### config.mk
export PLATFORM = sky130hd
export DESIGN_NAME = pong_match_ctrl
export DESIGN_NICKNAME = d
export VERILOG_FILES = /design/src/rtl/pong_match_ctrl.sv
export SDC_FILE = /design/constraint.sdc
export NUM_CORES = 1
export LEC_CHECK = 0
export ABC_AREA = 1
export BUFFER_PORTS_ARGS = -buffer_cell sky130_fd_sc_hd__buf_2
export CAP_MARGIN = 20
export CORE_MARGIN = 2
export CORE_UTILIZATION = 51
export CTS_CLUSTER_DIAMETER = 80
export DETAILED_ROUTE_END_ITERATION = 8
export PLACE_DENSITY = 0.79
export SYNTH_ARGS = -nofsm -noshare
export SYNTH_HDL_FRONTEND = slang
export SYNTH_SLANG_ARGS = --single-unit
### constraint.sdc
create_clock -name dyn_clk -period 1.3 [get_ports dyn_clk]
set_input_delay 0.13 -clock dyn_clk [delete_from_list [all_inputs] [get_ports dyn_clk]]
set_output_delay 0.13 -clock dyn_clk [all_outputs]
set_load 0.05 [all_outputs]
### src/rtl/pong_match_ctrl.sv
// Pong match sequencer: serve/play/pause/goal/over flow, scores and winner,
// and the ball engine's re-centre / motion-enable controls.
module pong_match_ctrl #(
  parameter int unsigned WIN_SCORE   = 5,
  parameter int unsigned SERVE_TICKS = 60,
  parameter int unsigned GOAL_TICKS  = 30
) (
  input  logic       dyn_clk,
  input  logic       reset,
  input  logic       btn_start,
  input  logic       btn_pause,
  input  logic       goal_ply1,
  input  logic       goal_ply2,
  output logic       game_reset,
  output logic       game_play,
  output logic [3:0] score_ply1,
  output logic [3:0] score_ply2,
  output logic [1:0] winner,
  output logic [2:0] state
);

  localparam int unsigned CNT_W   = 8;
  localparam int unsigned SCORE_W = 4;
  localparam int unsigned WIN_W   = 2;

  localparam logic [CNT_W-1:0]   SERVE_LOAD = CNT_W'(SERVE_TICKS - 1);
  localparam logic [CNT_W-1:0]   GOAL_LOAD  = CNT_W'(GOAL_TICKS - 1);
  localparam logic [SCORE_W-1:0] WIN_VAL    = SCORE_W'(WIN_SCORE);

  typedef enum logic [2:0] {
    ST_IDLE  = 3'd0,
    ST_SERVE = 3'd1,
    ST_PLAY  = 3'd2,
    ST_PAUSE = 3'd3,
    ST_GOAL  = 3'd4,
    ST_OVER  = 3'd5
  } state_e;

  state_e             state_q, state_d;
  logic [CNT_W-1:0]   cnt_q, cnt_d;
  logic [SCORE_W-1:0] score1_q, score1_d;
  logic [SCORE_W-1:0] score2_q, score2_d;
  logic [WIN_W-1:0]   winner_q, winner_d;
  logic               start_q, pause_q;
  logic               game_reset_q, game_play_q;

  logic               start_edge_c, pause_edge_c;
  logic [SCORE_W-1:0] score1_inc_c, score2_inc_c;

  assign start_edge_c = btn_start & ~start_q;
  assign pause_edge_c = btn_pause & ~pause_q;
  assign score1_inc_c = score1_q + SCORE_W'(1);
  assign score2_inc_c = score2_q + SCORE_W'(1);

  // State register plus button history; buttons reset high to mask held presses.
  always_ff @(posedge dyn_clk) begin
    if (reset) begin
      state_q      <= ST_IDLE;
      cnt_q        <= '0;
      score1_q     <= '0;
      score2_q     <= '0;
      winner_q     <= '0;
      start_q      <= 1'b1;
      pause_q      <= 1'b1;
      game_reset_q <= 1'b1;
      game_play_q  <= 1'b0;
    end else begin
      state_q      <= state_d;
      cnt_q        <= cnt_d;
      score1_q     <= score1_d;
      score2_q     <= score2_d;
      winner_q     <= winner_d;
      start_q      <= btn_start;
      pause_q      <= btn_pause;
      game_reset_q <= (state_d == ST_IDLE) || (state_d == ST_SERVE);
      game_play_q  <= (state_d == ST_PLAY);
    end
  end

  // Next-state, counter and score logic.
  always_comb begin
    state_d  = state_q;
    cnt_d    = cnt_q;
    score1_d = score1_q;
    score2_d = score2_q;
    winner_d = winner_q;

    case (state_q)
      ST_IDLE: begin
        score1_d = '0;
        score2_d = '0;
        winner_d = '0;
        if (start_edge_c) begin
          state_d = ST_SERVE;
          cnt_d   = SERVE_LOAD;
        end
      end

      ST_SERVE: begin
        if (cnt_q == '0) begin
          state_d = ST_PLAY;
        end else begin
          cnt_d = cnt_q - CNT_W'(1);
        end
      end

      ST_PLAY: begin
        // A lone goal wins over a pause edge; simultaneous goals cancel out.
        if (goal_ply1 && !goal_ply2) begin
          score1_d = score1_inc_c;
          if (score1_inc_c == WIN_VAL) begin
            state_d  = ST_OVER;
            winner_d = WIN_W'(1);
          end else begin
            state_d = ST_GOAL;
            cnt_d   = GOAL_LOAD;
          end
        end else if (goal_ply2 && !goal_ply1) begin
          score2_d = score2_inc_c;
          if (score2_inc_c == WIN_VAL) begin
            state_d  = ST_OVER;
            winner_d = WIN_W'(2);
          end else begin
            state_d = ST_GOAL;
            cnt_d   = GOAL_LOAD;
          end
        end else if (!goal_ply1 && !goal_ply2 && pause_edge_c) begin
          state_d = ST_PAUSE;
        end
      end

      ST_PAUSE: begin
        if (pause_edge_c) begin
          state_d = ST_PLAY;
        end
      end

      ST_GOAL: begin
        if (cnt_q == '0) begin
          state_d = ST_SERVE;
          cnt_d   = SERVE_LOAD;
        end else begin
          cnt_d = cnt_q - CNT_W'(1);
        end
      end

      ST_OVER: begin
        if (start_edge_c) begin
          score1_d = '0;
          score2_d = '0;
          winner_d = '0;
          state_d  = ST_SERVE;
          cnt_d    = SERVE_LOAD;
        end
      end

      default: begin
        state_d = ST_IDLE;
        cnt_d   = '0;
      end
    endcase
  end

  assign state      = state_q;
  assign score_ply1 = score1_q;
  assign score_ply2 = score2_q;
  assign winner     = winner_q;
  assign game_reset = game_reset_q;
  assign game_play  = game_play_q;

endmodule

# Yosys cells after proc, flatten, opt, wreduce, memory -nomap -nowiden

Index checks and enable logic that the tools add are counted.
W data, S select, Z words.

Add/sub/neg operators: 3
Eq/ne operators: 20
Mux-type cells: 30
Bitwise gates (word level): 5
Reductions and logical operators: 16

Operators by type and width:

| kind                  | number |
|---|---|
| $mux W8               | 7 |
| $pmux W8 S5           | 1 |
| $pmux W4 S3           | 2 |
| $mux W3               | 7 |
| $mux W4               | 4 |
| $ne A3 B3 Y1 const B  | 5 |
| $pmux W3 S5           | 1 |
| $mux W2               | 5 |
| $ne A2 B2 Y1 const B  | 5 |
| $eq A3 B2 Y1 const B  | 3 |
| $add A4 B1 Y4 const B | 2 |
| $eq A4 B3 Y1 const B  | 2 |
| $logic_not A8 Y1      | 1 |
| $sub A8 B1 Y8 const B | 1 |
| $eq A3 B1 Y1 const B  | 2 |
| $eq A3 B3 Y1 const B  | 2 |
| $logic_not A3 Y1      | 2 |
| $pmux W2 S3           | 1 |
| $reduce_and A6 Y1     | 1 |
| $reduce_and A5 Y1     | 1 |
| $logic_and A1 B1 Y1   | 4 |
| $reduce_and A4 Y1     | 1 |
| $not A1 Y1            | 3 |
| $reduce_and A3 Y1     | 1 |
| other kinds (7)       | 10 |

Register bits: 25

# Depth between registers and ports, before layout

Gate-level depths: netlist of the first run.

Depth in word-level cells: 9
Depth in mapped cells: 12
Depth with buffers taken out: 12

# Worst setup path before layout of the first run

Ideal clock, no wire load.

Path type: reg-to-reg
From: register score1_q[1], in the netlist score_ply1[1]
To: register cnt_q[2]
Setup time: 0.113 ns
Data arrival time: 1.724 ns
Path slack: -0.537 ns
Stages on the path, launching flop included: 12
Buffers on the path: 1
Clock period less this slack: 1.837 ns
Cell sequence: dfxtp_1 ha_1 inv_1 nand2_1 nand2_1 nor2_1 nand3_1 nand2_2 nor2_4 buf_6 o21ai_1 nor2_1

Word-level cells in the longest chain between the ends: 4

RTL lines:

| what                               | line | text |
|---|---|---|
| start, declared                    | 41   | `logic [SCORE_W-1:0] score1_q, score1_d;` |
| start signal, assigned             | 70   | `score1_q <= score1_d;` |
| $add A4 B1 Y4                      | 52   | `assign score1_inc_c = score1_q + SCORE_W'(1);` |
| $eq A4 B3 Y1                       | 111  | `if (score1_inc_c == WIN_VAL) begin` |
| $ne A3 B3 Y1 (no source line)      | --   |  |
| $reduce_and A6 Y1 (no source line) | --   |  |
| end signal, assigned               | 69   | `cnt_q <= cnt_d;` |
| end, declared                      | 40   | `logic [CNT_W-1:0] cnt_q, cnt_d;` |

No other way between the ends.
A chain may end at the register's enable or synchronous reset.

# Worst setup path in the final report of the first run

From: register score1_q[1], in the netlist score_ply1[1]
To: register cnt_q[0]

The elaborated chain is that of the path after synthesis.

==> results of run 1 <==
state kept, by name (all words and copies together) (netlist names):
name	flops
score_ply2	4
score_ply1	4
cnt_q	8
game_reset	1
state	3
winner	2
start_q	1
game_play	1
pause_q	1
power groups by stage:
stage	logic, mW	clock network (mW)	registers [mW]
finish	3.93	0.362	1.19
detailed placement	3.20	0	1.18
floorplan	1.66	0	1.52
CTS	3.37	0.369	1.17
global placement	3.13	0	1.17
global route	4.25	0.401	1.21
cells in the final DEF, fill, tap and decap left out, drive strengths merged, types with 2 or more instances in the layout:
| master | Yosys | routed |
|---|---|---|
| clkbuf | 1 | 3 |
| buf | 2 | 75 |
| xor2 | 2 | 2 |
| dfxtp | 25 | 25 |
| nor2 | 40 | 40 |
| ha | 9 | 9 |
| nand3 | 22 | 22 |
| inv | 40 | 40 |
| or2 | 2 | 2 |
| nand4 | 7 | 7 |
| o21ai | 14 | 14 |
| a21oi | 13 | 13 |
| nand2 | 67 | 67 |
worst max-delay path by stage:
stage	start	end	cells after the start
after floorplan	score_ply1[0]$_SDFFE_PP0P_	cnt_q[2]$_SDFFE_PP0P_	11
after global placement	state[2]$_SDFF_PP0_	score_ply2[3]$_SDFFE_PP0P_	8
after detailed placement	goal_ply1	cnt_q[2]$_SDFFE_PP0P_	11
after CTS	score_ply2[0]$_SDFFE_PP0P_	cnt_q[0]$_SDFFE_PP0P_	12
after global routing	score_ply1[0]$_SDFFE_PP0P_	cnt_q[0]$_SDFFE_PP0P_	11
final	score_ply1[1]$_SDFFE_PP0P_	cnt_q[0]$_SDFFE_PP0P_	11
cell type report:
class                      count  area share
multi-input combinational    181      0.4542
clock buffer                   3    0.009269
timing repair buffer          76      0.2338
inverter                      40     0.06385
clock inverter                 1    0.002060
tap                           33     0.01699
sequential                    25      0.2199
timing repair:
action | CTS | global route
setup endpoints to repair | 23 | 24
resized for setup | 32 | 31
endpoints found under the hold margin | 1 | 0
hold buffers | 1 | 0
buffers inserted | 7 | 9
pin swaps | 9 | 16
layer usage:
layer | vias to the layer above | track usage | wire, um | share of wire
met3 | 35 | 0.02814 | 266 | 0.052
met4 | 0 | 0.1365 | 251 | 0.049
met1 | 879 | 0.3147 | 2118 | 0.41
met5 | - | 0 | 0 | 0
li1 | 945 | - | - | -
met2 | 94 | 0.4643 | 2502 | 0.49
metrics by stage:
stage	total power [mW]	hold slack, ps	worst slack, ps	instances	instance area [um^2]
4_1_cts	4.913	1.055	-174.7	353	2286
6_report	5.478	5.050	-353.8	359	2430
3_3_place_gp	4.303	318.3	-166.9	342	2110
3_5_place_dp	4.376	321.0	-212.2	342	2110
2_1_floorplan	3.177	226.4	-172.6	249	1655
5_1_grt	5.869	15.72	-428.1	359	2430
cells by family (layout without fill, tap and decap cells):
group,after synthesis,in the layout,share of synthesized area
AOI/OAI and AO/OA,30,30,0.1005
xor gates and xnor gates,3,3,0.01649
adders and majority gates,9,9,0.07064
buffers and inverters,43,120,0.1083
DFF,25,25,0.3140
and+or+nand+nor,139,139,0.3901
critical path, delay by kind of cell (launching register included):
kind / cells / cell delay [ps]
adders and majority gates: 1 / 150
and+or+nand+nor: 8 / 830
DFF: 1 / 400
buffers and inverters: 2 / 170
==> metrics.md, run 1 <==
| Metric | Value |
|---|---|
| Slew Viols, Final | `0` |
| Multi-input gate area | `1104 um^2` |
| Worst hold path class | `in -> reg` |
| Worst setup margin | `-353.8 ps` |
| Power Density | `2255 nW/um^2` |
| Final core utilization | `0.8092` |
| Worst Hold Endpoint | `start_q$_SDFF_PP1_` |
| Nets@finish | `342` |
| CTS Root Cell | `clkbuf_4` |
| CP Capture Type | `flip-flop` |
| Post-synthesis cell area | `1594 um^2` |
| Core box area | `3003 um^2` |
| Setup TNS | `-4104 ps` |
| Layout cells sized above 1 | `0.4540` |
| Routed length per instance | `14.31 um` |
| Fin. Hold Viols | `0` |
| Synth area leaders | `dfxtp_1, nand2_1, inv_1, nor2_1, ha_1` |
| Layout Skew | `10.54 ps` |
| CTS tree | `built` |
| Critical-path cell list | `ha_4 -> inv_2 -> nand2_2 -> nand2_2 -> nor2_4 -> nand3_2 -> nand2_2 -> nor2_4 -> buf_6 -> nor2_1 -> nor2_1` |
| # DRC | `0` |
| Max Cap Viol | `0` |
| Largest net degree at the start of global routing | `15` |
| Synth Area per Inst | `6.402 um^2` |
| Port Buf Inserts | `20` |
| Clock Latency Late Sink | `330 ps` |
| Antenna Cells | `0` |
| Synth Instances | `249` |
| Synthesized Nets | `264` |
| Count of cell types in the netlist | `28` |
| Post-route minimum period | `1654 ps` |
| Pre-Repair DR Iteration Count | `5` |
| Max-slew headroom at the worst pin | `0.6827` |
| Area growth, synth to finish | `52.43%` |
| R2r setup slk | `-350 ps` |
| Worst path max stage delay | `400 ps` |
| Global-route wire length before repair | `7376 um` |
| Number of CTS-inserted buffers | `3` |
| Routed vias/inst | `5.440` |
| Clock power frac | `0.066` |
| Die Ht | `59.91 um` |
| Yosys reg bits | `25` |
| CP Launch Type | `flip-flop` |
| Gr usage total | `0.2645` |
| Detailed-placement wirelength estimate | `2982 um` |
| Iter 0 DRT Violations | `85` |
| Top cell by count, worst path | `nand2_2` |
| Critical Path Slowest Stage Cell | `dfxtp_4` |
| Kind of critical path | `reg -> reg` |
| Leading area contributor after synthesis | `dfxtp_1` |
| EDFF count, synth | `0` |
| Routed WL | `5138 um` |
| Comb power frac | `0.717` |
| Fraction of registers with async set/reset | `0` |
| Starting Density | `0.5308` |
| Vias in the first global route | `1851` |
| WP data required | `1520 ps` |
| Hold depth | `2` |
| CP Max Fanout | `7` |
| Hold Crit Start | `btn_start` |
| Worst r2r src | `score_ply1[1]$_SDFFE_PP0P_` |
| Antenna violations before repair | `0` |
| CTS Sinks | `25` |
| # fillers | `192` |
| Die width | `59.91 um` |
| Final period util | `1.272` |
| H-tree Lvls | `1` |
| Number of nets with antenna violations after routing | `0` |
| Failing checks | `negative setup slack` |
| Post-synth top area share | `0.3140` |
| Synth top cells by count | `nand2_1, inv_1, nor2_1` |
| WP data arrival | `1880 ps` |
| Final setup fails | `22` |
| Switch share | `0.4980` |
| P_leak | `1.232 nW` |
| Register Area | `534.3 um^2` |
| Status | `finished with violations` |
| Top FF cell, synth | `dfxtp_1` |
| Reg2reg end | `cnt_q[0]$_SDFFE_PP0P_` |
| Yosys warning count | `0` |
| GR Overflow Total | `0` |
| I/O pins | `21` |
| CTS Buffer Depth | `2` |
| Register area share after synthesis | `0.3140` |
| Peak supply drop | `1.485 mV` |
| Worst-margin pin slew | `475.5 ps` |
| Cell with the most instances after synthesis | `nand2_1` |
| Flop pwr share | `0.217` |
| Via count | `1953` |
| Row count | `20` |
| Fmax | `0.6047 GHz` |
| Routability-driven placement congestion ratio | `0.8678` |
| Int Pwr | `2.750 mW` |
| Psw | `2.728 mW` |
| Unrepaired setup endpoints after global routing | `true` |
| Worst reg2reg path depth | `11` |
| Clock transition at path regs | `150 ps` |
| Die area | `3589 um^2` |
Note: power is estimated with default switching activity, not from simulation.
==> run 2, diff against run 1 <==
--- a/config.mk
+++ b/config.mk
@@ -8,11 +8,14 @@
 export ABC_AREA = 1
 export BUFFER_PORTS_ARGS = -buffer_cell sky130_fd_sc_hd__buf_2
 export CAP_MARGIN = 20
+export CELL_PAD_IN_SITES_DETAIL_PLACEMENT = 1
+export CELL_PAD_IN_SITES_GLOBAL_PLACEMENT = 2
 export CORE_MARGIN = 2
-export CORE_UTILIZATION = 51
+export CORE_UTILIZATION = 28
 export CTS_CLUSTER_DIAMETER = 80
 export DETAILED_ROUTE_END_ITERATION = 8
-export PLACE_DENSITY = 0.79
+export PLACE_DENSITY = 0.8
 export SYNTH_ARGS = -nofsm -noshare
 export SYNTH_HDL_FRONTEND = slang
 export SYNTH_SLANG_ARGS = --single-unit
+export TNS_END_PERCENT = 30
==> run 2 against run 1 <==
Effect of this change: the run still ends with negative setup slack left; die area rose by 76%; sequential cell count did not move; clock power rose by 33%; non-clock buffer count fell by 1; first-iteration DRC count fell by 65%; sequential power barely moved; cell count rose by 11%; sequential share of layout area fell by 0.25 points; via count fell by 7.4%; wire length fell by 6.6%; worst setup slack improved by 150 ps; global-route usage fell by 10 points; critical endpoint is now cnt_q[7]$_SDFFE_PP0P_.
==> metrics.md, run 2 (synthesized netlist as in run 1, its figures left out) <==
| Metric | Value |
|---|---|
| Port Buf Inserts | `20` |
| Commonest non-fill, non-tap cell in the layout | `buf_4` |
| Worst hold path class | `in -> reg` |
| Number of CTS-inserted buffers | `3` |
| WP data arrival | `1680 ps` |
| Number of nets with antenna violations after routing | `0` |
| Routed WL | `4801 um` |
| Die width | `79.45 um` |
| Starting Density | `0.2895` |
| Unrepaired setup endpoints after global routing | `true` |
| Die Ht | `79.45 um` |
| Worst-margin pin slew | `276.5 ps` |
| I/O pins | `21` |
| Antenna violations before repair | `0` |
| Worst path max stage delay | `380 ps` |
| Largest Register | `cnt_q` |
| Layout cells sized above 1 | `0.4615` |
| Clock Latency Late Sink | `270 ps` |
| Failing checks | `negative setup slack` |
| CTS Buffer Depth | `2` |
| Clock power frac | `0.085` |
| WP data required | `1480 ps` |
| Top cell by count, worst path | `nand2_2` |
| Routed length per instance | `12.09 um` |
| Via count | `1809` |
| Status | `finished with violations` |
| Kind of critical path | `reg -> reg` |
| Switch share | `0.4755` |
| Die area | `6312 um^2` |
| Final period util | `1.154` |
| CTS tree | `built` |
| Nets@finish | `341` |
| Area growth, synth to finish | `54.16%` |
| CP Capture Type | `flip-flop` |
| Slew Viols, Final | `0` |
| Psw | `2.695 mW` |
| Max-slew headroom at the worst pin | `0.8144` |
| Max reg flops | `8` |
| Min Hold Slack | `39.95 ps` |
| Iter 0 DRT Violations | `30` |
| Clock transition at path regs | `90 ps` |
| Routability-driven placement congestion ratio | `0.7630` |
| Setup TNS | `-2002 ps` |
| Max Cap Viol | `0` |
| GR Overflow Total | `0` |
| Vias in the first global route | `1862` |
| Total power draw | `5.667 mW` |
| Critical-path cell list | `ha_4 -> inv_2 -> nand2_2 -> nand2_2 -> nor2_4 -> nand3_2 -> nand2_2 -> nor2_4 -> buf_6 -> nand2_2 -> nand2_2 -> nor2_1` |
| Delay-heaviest family, CP | `simple AND/OR/NAND/NOR gates` |
| Gr usage total | `0.1627` |
| Pre-Repair DR Iteration Count | `4` |
| Layout Skew | `4.864 ps` |
| Peak supply drop | `0.8479 mV` |
| CP Max Fanout | `5` |
| CTS Sinks | `25` |
| Post-route minimum period | `1500 ps` |
| Int Pwr | `2.972 mW` |
| H-tree Lvls | `1` |
| Global-route wire length before repair | `8176 um` |
| # fillers | `720` |
| Final setup fails | `18` |
| Row count | `27` |
| Comb power frac | `0.703` |
| Flop pwr share | `0.211` |
| Largest net degree at the start of global routing | `14` |
| Power Density | `2306 nW/um^2` |
| Antenna Cells | `0` |
| Routed vias/inst | `4.557` |
| CP Launch Type | `flip-flop` |
| Detailed-placement wirelength estimate | `3858 um` |
| Core box area | `5507 um^2` |
| Hold-fix buffers, CTS | `0` |
| Fin. Hold Viols | `0` |
| Worst setup margin | `-199.8 ps` |
| WP buf/inv | `2` |
| # DRC | `0` |
| Critical Path Slowest Stage Cell | `dfxtp_4` |
| P_leak | `1.229 nW` |
| Commonest non-fill, non-tap cells in the layout | `buf_4, nand2_1, nor2_1` |
| CTS Root Cell | `clkbuf_8` |
| Fmax | `0.6668 GHz` |
run 2: cell types whose count changed in the layout (fill, tap and decap cells not counted), sizes merged:
cell / previous run / this run
dlygate4sd3: 1 / 0
clkbuf: 3 / 4
clkinv: 1 / 0
run 2: layout make-up:
class,instances,area [um^2],area share
Tap cell,72,90.09,0.03666
Inverter,40,160.2,0.06517
Sequential cell,25,534.3,0.2174
Timing Repair Buffer,75,531.8,0.2164
Multi-Input combinational cell,181,1096,0.4460
Clock buffer,4,45.04,0.01833
run 2: timing repair:
item,CTS,global route
pin swaps,4,16
buffers inserted,2,3
gates resized for setup,27,37
setup endpoints to repair,23,23
run 2: worst paths after layout:
path / start / end / slack, ps / depth (start not counted)
min: btn_pause / pause_q$_SDFF_PP1_ / 40 / 3
max: score_ply1[0]$_SDFFE_PP0P_ / cnt_q[7]$_SDFFE_PP0P_ / -200 / 12
min reg2reg: winner[1]$_SDFFE_PP0P_ / winner[1]$_SDFFE_PP0P_ / 470 / 2
max reg2reg: score_ply1[0]$_SDFFE_PP0P_ / cnt_q[7]$_SDFFE_PP0P_ / -200 / 12
run 2: power by group through the flow:
| stage | Sequential, mW | Clock [mW] | Combinational, mW |
|---|---|---|---|
| finish | 1.20 | 0.483 | 3.99 |
| global route | 1.24 | 0.546 | 4.42 |
| CTS | 1.19 | 0.502 | 3.67 |
| detailed placement | 1.19 | 0 | 3.47 |
| global placement | 1.19 | 0 | 3.38 |
| floorplan | 1.52 | 0 | 1.66 |
run 2: layer usage:
metal / track usage / vias up / share of wire / wire (um)
li1: - / 946 / - / -
met2: 0.3042 / 16 / 0.53 / 2523
met1: 0.1896 / 841 / 0.44 / 2111
met4: 0.04828 / 0 / 0.013 / 61
met5: 0 / - / 0 / 0
met3: 0.02376 / 6 / 0.022 / 104
run 2: worst register-to-register path, cell delays in order (launching register included):
cell and delay [ps]:
dfxtp_4 380, ha_4 160, inv_2 50, nand2_2 50, nand2_2 70, nor2_4 40
nand3_2 80, nand2_2 80, nor2_4 200, buf_6 150, nand2_2 50, nand2_2 50
nor2_1 40
run 2: stage by stage:
| step | worst slack (ps) | area, um^2 | util | cells |
|---|---|---|---|---|
| 2_1_floorplan | -172.6 | 1653 | - | 249 |
| 3_3_place_gp | -221.4 | 2196 | 0.3988 | 388 |
| 3_5_place_dp | -265.9 | 2196 | 0.3988 | 388 |
| 4_1_cts | -221.0 | 2321 | 0.4215 | 394 |
| 5_1_grt | -269.6 | 2457 | 0.4463 | 397 |
| 6_report | -199.8 | 2457 | 0.4463 | 397 |
